### config.mk
export PLATFORM = sky130hd
export DESIGN_NAME = fetch_decode_unit
export DESIGN_NICKNAME = d
export VERILOG_FILES = /design/src/rtl/fdu_pkg.sv /design/src/rtl/fetch_decode_unit_imm_extract.sv /design/src/rtl/fetch_decode_unit.sv
export SDC_FILE = /design/constraint.sdc
export NUM_CORES = 1
export LEC_CHECK = 0
export ABC_AREA = 0
export CAP_MARGIN = 10
export CORE_MARGIN = 3
export CORE_UTILIZATION = 30
export DETAILED_ROUTE_END_ITERATION = 16
export GPL_ROUTABILITY_DRIVEN = 0
export PLACE_DENSITY_LB_ADDON = 0.3
export SETUP_SLACK_MARGIN = 0.15
export SLEW_MARGIN = 20
export SYNTH_ARGS = -nofsm -noshare
export SYNTH_HDL_FRONTEND = slang
export SYNTH_SLANG_ARGS = --single-unit
### constraint.sdc
create_clock -name clk_i -period 5.1 [get_ports clk_i]
set_clock_uncertainty 0.1 [all_clocks]
set_input_delay 1.02 -clock clk_i [delete_from_list [all_inputs] [get_ports clk_i]]
set_output_delay 1.02 -clock clk_i [all_outputs]
set_load 0.1 [all_outputs]
### src/rtl/fdu_pkg.sv
// Shared field positions, instruction-type codes, FSM states and the decoded
// instruction payload for the fetch/decode front end.
package fdu_pkg;

  localparam int unsigned INSTR_W = 32;
  localparam int unsigned IMM_W   = 21;

  localparam logic [1:0] TYPE_ILL = 2'b00;
  localparam logic [1:0] TYPE_A   = 2'b01;
  localparam logic [1:0] TYPE_B   = 2'b10;
  localparam logic [1:0] TYPE_C   = 2'b11;

  localparam logic [2:0] HALT_FUNC = 3'b000;
  localparam logic [2:0] HALT_OPC  = 3'b111;

  localparam int unsigned FUNC_MSB   = 31;
  localparam int unsigned FUNC_LSB   = 29;
  localparam int unsigned TYPE_MSB   = 28;
  localparam int unsigned TYPE_LSB   = 27;
  localparam int unsigned OPC_MSB    = 26;
  localparam int unsigned OPC_LSB    = 24;
  localparam int unsigned RD_MSB     = 23;
  localparam int unsigned RD_LSB     = 20;
  localparam int unsigned R1_MSB     = 19;
  localparam int unsigned R1_LSB     = 16;
  localparam int unsigned HAS_IMM_BIT = 15;
  localparam int unsigned R2_MSB     = 14;
  localparam int unsigned R2_LSB     = 11;

  typedef enum logic {
    ST_RUN    = 1'b0,
    ST_HALTED = 1'b1
  } state_e;

  typedef struct packed {
    logic [2:0]       func;
    logic [1:0]       typ;
    logic [2:0]       opcode;
    logic [3:0]       rd;
    logic [3:0]       r1;
    logic [3:0]       r2;
    logic             has_imm;
    logic [IMM_W-1:0] imm;
    logic             illegal;
  } dec_t;

endpackage

### src/rtl/fetch_decode_unit_imm_extract.sv
// Type-dependent immediate extraction and extension; type 00 yields a zero
// immediate and flags the word as illegal.
module imm_extract
  import fdu_pkg::*;
#(
  parameter bit IMM_SEXT = 1'b1
) (
  input  logic [IMM_W-1:0] instr_i,
  input  logic [1:0]       type_i,
  output logic [IMM_W-1:0] imm_c_o,
  output logic             illegal_c_o
);

  always_comb begin
    imm_c_o     = '0;
    illegal_c_o = 1'b0;
    case (type_i)
      TYPE_A: imm_c_o = IMM_SEXT ? {{6{instr_i[14]}}, instr_i[14:0]}
                                 : {6'b0, instr_i[14:0]};
      TYPE_B: imm_c_o = IMM_SEXT ? {{10{instr_i[10]}}, instr_i[10:0]}
                                 : {10'b0, instr_i[10:0]};
      TYPE_C: imm_c_o = instr_i;
      default: illegal_c_o = 1'b1;
    endcase
  end

endmodule

### src/rtl/fetch_decode_unit.sv
// Fetch/decode front end: owns the PC, latches one decoded instruction per
// accepted fetch, and handles branch redirects, stalls and halt/resume.
module fetch_decode_unit
  import fdu_pkg::*;
#(
  parameter int unsigned     PC_W     = 32,
  parameter logic [PC_W-1:0] RESET_PC = '0,
  parameter bit              IMM_SEXT = 1'b1
) (
  input  logic               clk_i,
  input  logic               rst_i,
  input  logic               en_i,
  input  logic               instr_valid_i,
  input  logic [INSTR_W-1:0] instr_i,
  input  logic               branch_taken_i,
  input  logic [IMM_W-1:0]   branch_offset_i,
  input  logic               resume_i,
  output logic [PC_W-1:0]    pc_o,
  output logic               dec_valid_o,
  output logic [PC_W-1:0]    dec_pc_o,
  output logic [2:0]         dec_func_o,
  output logic [1:0]         dec_type_o,
  output logic [2:0]         dec_opcode_o,
  output logic [3:0]         dec_rd_o,
  output logic [3:0]         dec_r1_o,
  output logic [3:0]         dec_r2_o,
  output logic [0:0]         dec_has_imm_o,
  output logic [IMM_W-1:0]   dec_imm_o,
  output logic               dec_illegal_o,
  output logic               halted_o
);

  state_e          state_q, state_d;
  logic [PC_W-1:0] pc_q, pc_d;
  logic [PC_W-1:0] dec_pc_q, dec_pc_d;
  logic            dec_valid_q, dec_valid_d;
  dec_t            dec_q, dec_d;

  logic [IMM_W-1:0] imm_c;
  logic             illegal_c;
  logic             is_halt_c;
  logic [31:0]      offset_sext_c;
  logic [PC_W-1:0]  branch_target_c;

  imm_extract #(.IMM_SEXT(IMM_SEXT)) u_imm_extract (
    .instr_i     (instr_i[IMM_W-1:0]),
    .type_i      (instr_i[TYPE_MSB:TYPE_LSB]),
    .imm_c_o     (imm_c),
    .illegal_c_o (illegal_c)
  );

  assign is_halt_c       = (instr_i[FUNC_MSB:FUNC_LSB] == HALT_FUNC) &&
                           (instr_i[OPC_MSB:OPC_LSB] == HALT_OPC);
  // Offset is widened to 32 bits first, then truncated to the PC width.
  assign offset_sext_c   = {{(32 - IMM_W){branch_offset_i[IMM_W-1]}}, branch_offset_i};
  assign branch_target_c = dec_pc_q + PC_W'(offset_sext_c);

  // Next-state: branch beats accept/halt in RUN; HALTED only listens to resume.
  always_comb begin
    state_d     = state_q;
    pc_d        = pc_q;
    dec_pc_d    = dec_pc_q;
    dec_d       = dec_q;
    dec_valid_d = 1'b0;
    if (en_i) begin
      case (state_q)
        ST_RUN: begin
          if (branch_taken_i) begin
            pc_d = branch_target_c;
          end else if (instr_valid_i) begin
            dec_valid_d   = 1'b1;
            dec_pc_d      = pc_q;
            dec_d.func    = instr_i[FUNC_MSB:FUNC_LSB];
            dec_d.typ     = instr_i[TYPE_MSB:TYPE_LSB];
            dec_d.opcode  = instr_i[OPC_MSB:OPC_LSB];
            dec_d.rd      = instr_i[RD_MSB:RD_LSB];
            dec_d.r1      = instr_i[R1_MSB:R1_LSB];
            dec_d.r2      = instr_i[R2_MSB:R2_LSB];
            dec_d.has_imm = instr_i[HAS_IMM_BIT];
            dec_d.imm     = imm_c;
            dec_d.illegal = illegal_c;
            if (is_halt_c) state_d = ST_HALTED;
            else           pc_d    = pc_q + PC_W'(1);
          end
        end
        ST_HALTED: begin
          if (resume_i) begin
            state_d = ST_RUN;
            pc_d    = pc_q + PC_W'(1);
          end
        end
        default: state_d = ST_RUN;
      endcase
    end
  end

  always_ff @(posedge clk_i) begin
    if (rst_i) begin
      state_q     <= ST_RUN;
      pc_q        <= RESET_PC;
      dec_pc_q    <= '0;
      dec_valid_q <= 1'b0;
      dec_q       <= '0;
    end else begin
      state_q     <= state_d;
      pc_q        <= pc_d;
      dec_pc_q    <= dec_pc_d;
      dec_valid_q <= dec_valid_d;
      dec_q       <= dec_d;
    end
  end

  assign pc_o          = pc_q;
  assign dec_valid_o   = dec_valid_q;
  assign dec_pc_o      = dec_pc_q;
  assign dec_func_o    = dec_q.func;
  assign dec_type_o    = dec_q.typ;
  assign dec_opcode_o  = dec_q.opcode;
  assign dec_rd_o      = dec_q.rd;
  assign dec_r1_o      = dec_q.r1;
  assign dec_r2_o      = dec_q.r2;
  assign dec_has_imm_o = dec_q.has_imm;
  assign dec_imm_o     = dec_q.imm;
  assign dec_illegal_o = dec_q.illegal;
  assign halted_o      = (state_q == ST_HALTED);

endmodule

==> results.sh <==
export IMPL_dp_worst_setup_slack_ns=1.14
export IMPL_fin_hold_ws_ns=0.355
export IMPL_worst_slew_pin_slew_ns=1.04
export IMPL_clock_tree_buffer_depth=2
export IMPL_cts_tree="yes"
export IMPL_maxCapViolations=0
export IMPL_cts_post_setup_buffers_inserted=0
export IMPL_outcome="completed"
export IMPL_layout_common_cells="nand2_1 (177), clkdlybuf4s50_1 (166), a21oi_1 (129)"
export IMPL_dpl_cell_area_mm2=0.00829
export IMPL_critical_path_reg2reg_startpoint="dec_pc_o[0]$_SDFFE_PP0P_"
export IMPL_timing_final_max_slew_violations=0
export IMPL_power_per_cell_area_mw_per_mm2=261
export IMPL_seqCellArea_mm2=0.00218
export IMPL_core_area_mm2=0.0207
export IMPL_clk_latency_ns=0.36
export IMPL_report_final_hold_viol_count=0
export IMPL_finish_instance_area_mm2=0.00860
export IMPL_rsz0062_at_grt="no"
export IMPL_net_count_synth=960
export IMPL_clk_tree_root_cell="clkbuf_16"
export IMPL_cts_clk_slew_worst_paths_ns=0.08
export IMPL_syn2layout_area_growth_pct=33.5
export IMPL_avgSynthCellArea_um2=7.42
export IMPL_drive_gt1_share_pct=4.19
export IMPL_iter_0_drt_violations=510
export IMPL_post_dp_hpwl_um=15300
export IMPL_critical_path_max_fanout=4
export IMPL_final_core_utilization_pct=41.6
export IMPL_drt_vias_per_instance=5.33
export IMPL_postLayoutSetupSlackWorst_ns=1.47
export IMPL_post_route_drc_count=0
export IMPL_fillCellCount=2180
export IMPL_min_period_ns=3.63
export IMPL_leakage_nw=3.20
export IMPL_mostFrequentLayoutCell="nand2_1"
export IMPL_antenna_found_initial=0
export IMPL_adder_and_majority_cell_fraction_of_the_synthesized_area_pct=6.53
export IMPL_via_count=6787
export IMPL_synth_area_mux_share_pct=0.155
export IMPL_fin_cells=1273
export IMPL_setup_violations=0
export IMPL_cp_start_kind="input pin"
export IMPL_nNetsFinal=1090
export IMPL_postCtsResizedCells=0
export IMPL_numPortBuffers=167
export IMPL_overall_power_of_the_completed_layout_mw=2.24
export IMPL_timing_fmax_ghz=0.276
export IMPL_synth_warnings=0
export IMPL_clock_tree_htree_level_count=3
export IMPL_count_of_distinct_cell_types_in_the_synthesized_netlist=69
export IMPL_critPathArrivalTime_ns=3.73
export IMPL_total_standard_cell_area_after_synthesis_mm2=0.00644
export IMPL_tns_ns=0
export IMPL_end_kind="register"
export IMPL_synth_ff_type="dfxtp_1"
export IMPL_routed_wire_length_per_instance_um=16.8
export IMPL_worst_setup_sp="branch_offset_i[0]"
export IMPL_dieArea_mm2=0.0233
export IMPL_cts_hold_buffers=0
export IMPL_critPathRequiredTime_ns=5.21
export IMPL_share_of_flip_flops_with_an_asynchronous_set_or_reset_after_synthesis_pct=0
export IMPL_cts_sink_count=109
export IMPL_initial_cell_density_of_the_core_pct=31.1
export IMPL_grt_first_pass_wirelength_um=34700
export IMPL_cell_count_after_placement=1257
export IMPL_grt_start_max_net_pins=79
export IMPL_post_synth_xor_area_fraction_pct=2.72
export IMPL_crit_type="in -> reg"
export IMPL_main_combinational_cell_family_by_area_after_synthesis="compound AO/OA/AOI/OAI gates"
export IMPL_synth_cells=868
export IMPL_worst_ir_drop_vdd_v=0.000177
export IMPL_floorplan_die_width_um=153
export IMPL_compound_gate_portion_of_the_synthesized_area_pct=27.4
export IMPL_min_delay_path_class="reg -> reg"
export IMPL_number_of_global_route_vias_before_repair=6766
export IMPL_rows=52
export IMPL_synth_seq_cells=109
export IMPL_drt_pass1_iterations=7
export IMPL_cts_buffers=9
export IMPL_multi_input_comb_area_mm2=0.00400
export IMPL_routed_wirelength_um=21400
export IMPL_synth_edff_count=0
export IMPL_seq_area_frac_synth_pct=33.9
export IMPL_synth_simple_gate_area_share_pct=25.1
export IMPL_grt_overflow_total=0
export IMPL_die_height_um=153
export IMPL_antenna_left=0
export IMPL_boundaryPins=168
export IMPL_timing_slew_headroom_pct=30.8
export IMPL_timing_hold_worst_start="dec_rd_o[1]$_SDFFE_PP0P_"
export IMPL_timing_final_crit_share_pct=71.1
export IMPL_diodes=0
export IMPL_grt_total_usage_pct=17.7
## path summary, 6_finish.rpt
kind | to | slack [ns] | cells past startpoint
setup reg to reg | pc_o[26]$_SDFFE_PP0P_ | 2.22 | 9
hold / removal | dec_rd_o[1]$_SDFFE_PP0P_ | 0.36 | 2
hold reg to reg | dec_rd_o[1]$_SDFFE_PP0P_ | 0.36 | 2
setup / recovery | pc_o[26]$_SDFFE_PP0P_ | 1.47 | 10
## synthesized netlist by cell type, types with 6 or more instances
cell type	count	area, um^2
a211oi_1	12	90.1
a21o_1	18	135
a21oi_1	129	646
a22oi_1	13	97.6
a31oi_1	11	68.8
and3_1	9	56.3
buf_1	6	22.5
clkbuf_1	44	165
dfxtp_1	109	2180
ha_1	32	400
inv_1	10	37.5
nand2_1	177	664
nand3_1	26	130
nand4_1	13	81.3
nor2_1	69	259
nor3_1	27	135
o21ai_0	32	160
xnor2_1	9	78.8
xor2_1	11	96.3
## kinds of logic after synthesis
family	after synthesis
muxes	1
adders and majority gates	33
AOI/OAI and AO/OA	280
xor gates and xnor gates	20
DFF	109
and+or+nand+nor	359
buffers and inverters	66
## layout make-up
cell class / count / area share (%)
flip-flops and latches: 109 / 25.4
multi-input cells: 693 / 46.5
clock inverters: 7 / 0.975
clock buffers: 9 / 2.62
well taps: 270 / 3.93
repair buffers: 175 / 20.1
inverters: 10 / 0.437
## state kept, by name, summed over array words and instances (netlist names), 2 cells and up
signal        flops
dec_func_o        3
dec_imm_o        21
dec_opcode_o      3
dec_pc_o         32
dec_r1_o          4
dec_r2_o          4
dec_rd_o          4
dec_type_o        2
pc_o             32
## power breakdown
part           switching, mW  internal (mW)  total, mW
clock                  0.384          0.356      0.741
sequential            0.0411          0.883      0.924
combinational          0.410          0.166      0.576
total                  0.835           1.41       2.24
## layer usage
layer  share of wire, %  up-vias  track usage, %
met2                 47      201            30.5
li1                   -     3387               -
met3                8.2       15            6.31
met1                 44     3184            21.5
met4               0.93        0            3.48
met5                  0        -               0
## critical path: stages
cell and delay, ns:
clkdlybuf4s50_1 0.41, ha_1 0.23, fa_1 0.43, a21oi_1 0.26
o211a_1 0.24, o21bai_1 0.17, a31oi_1 0.39, a2111oi_0 0.18
o311ai_1 0.29, a211oi_1 0.12
(Power assumes the default switching activity.)
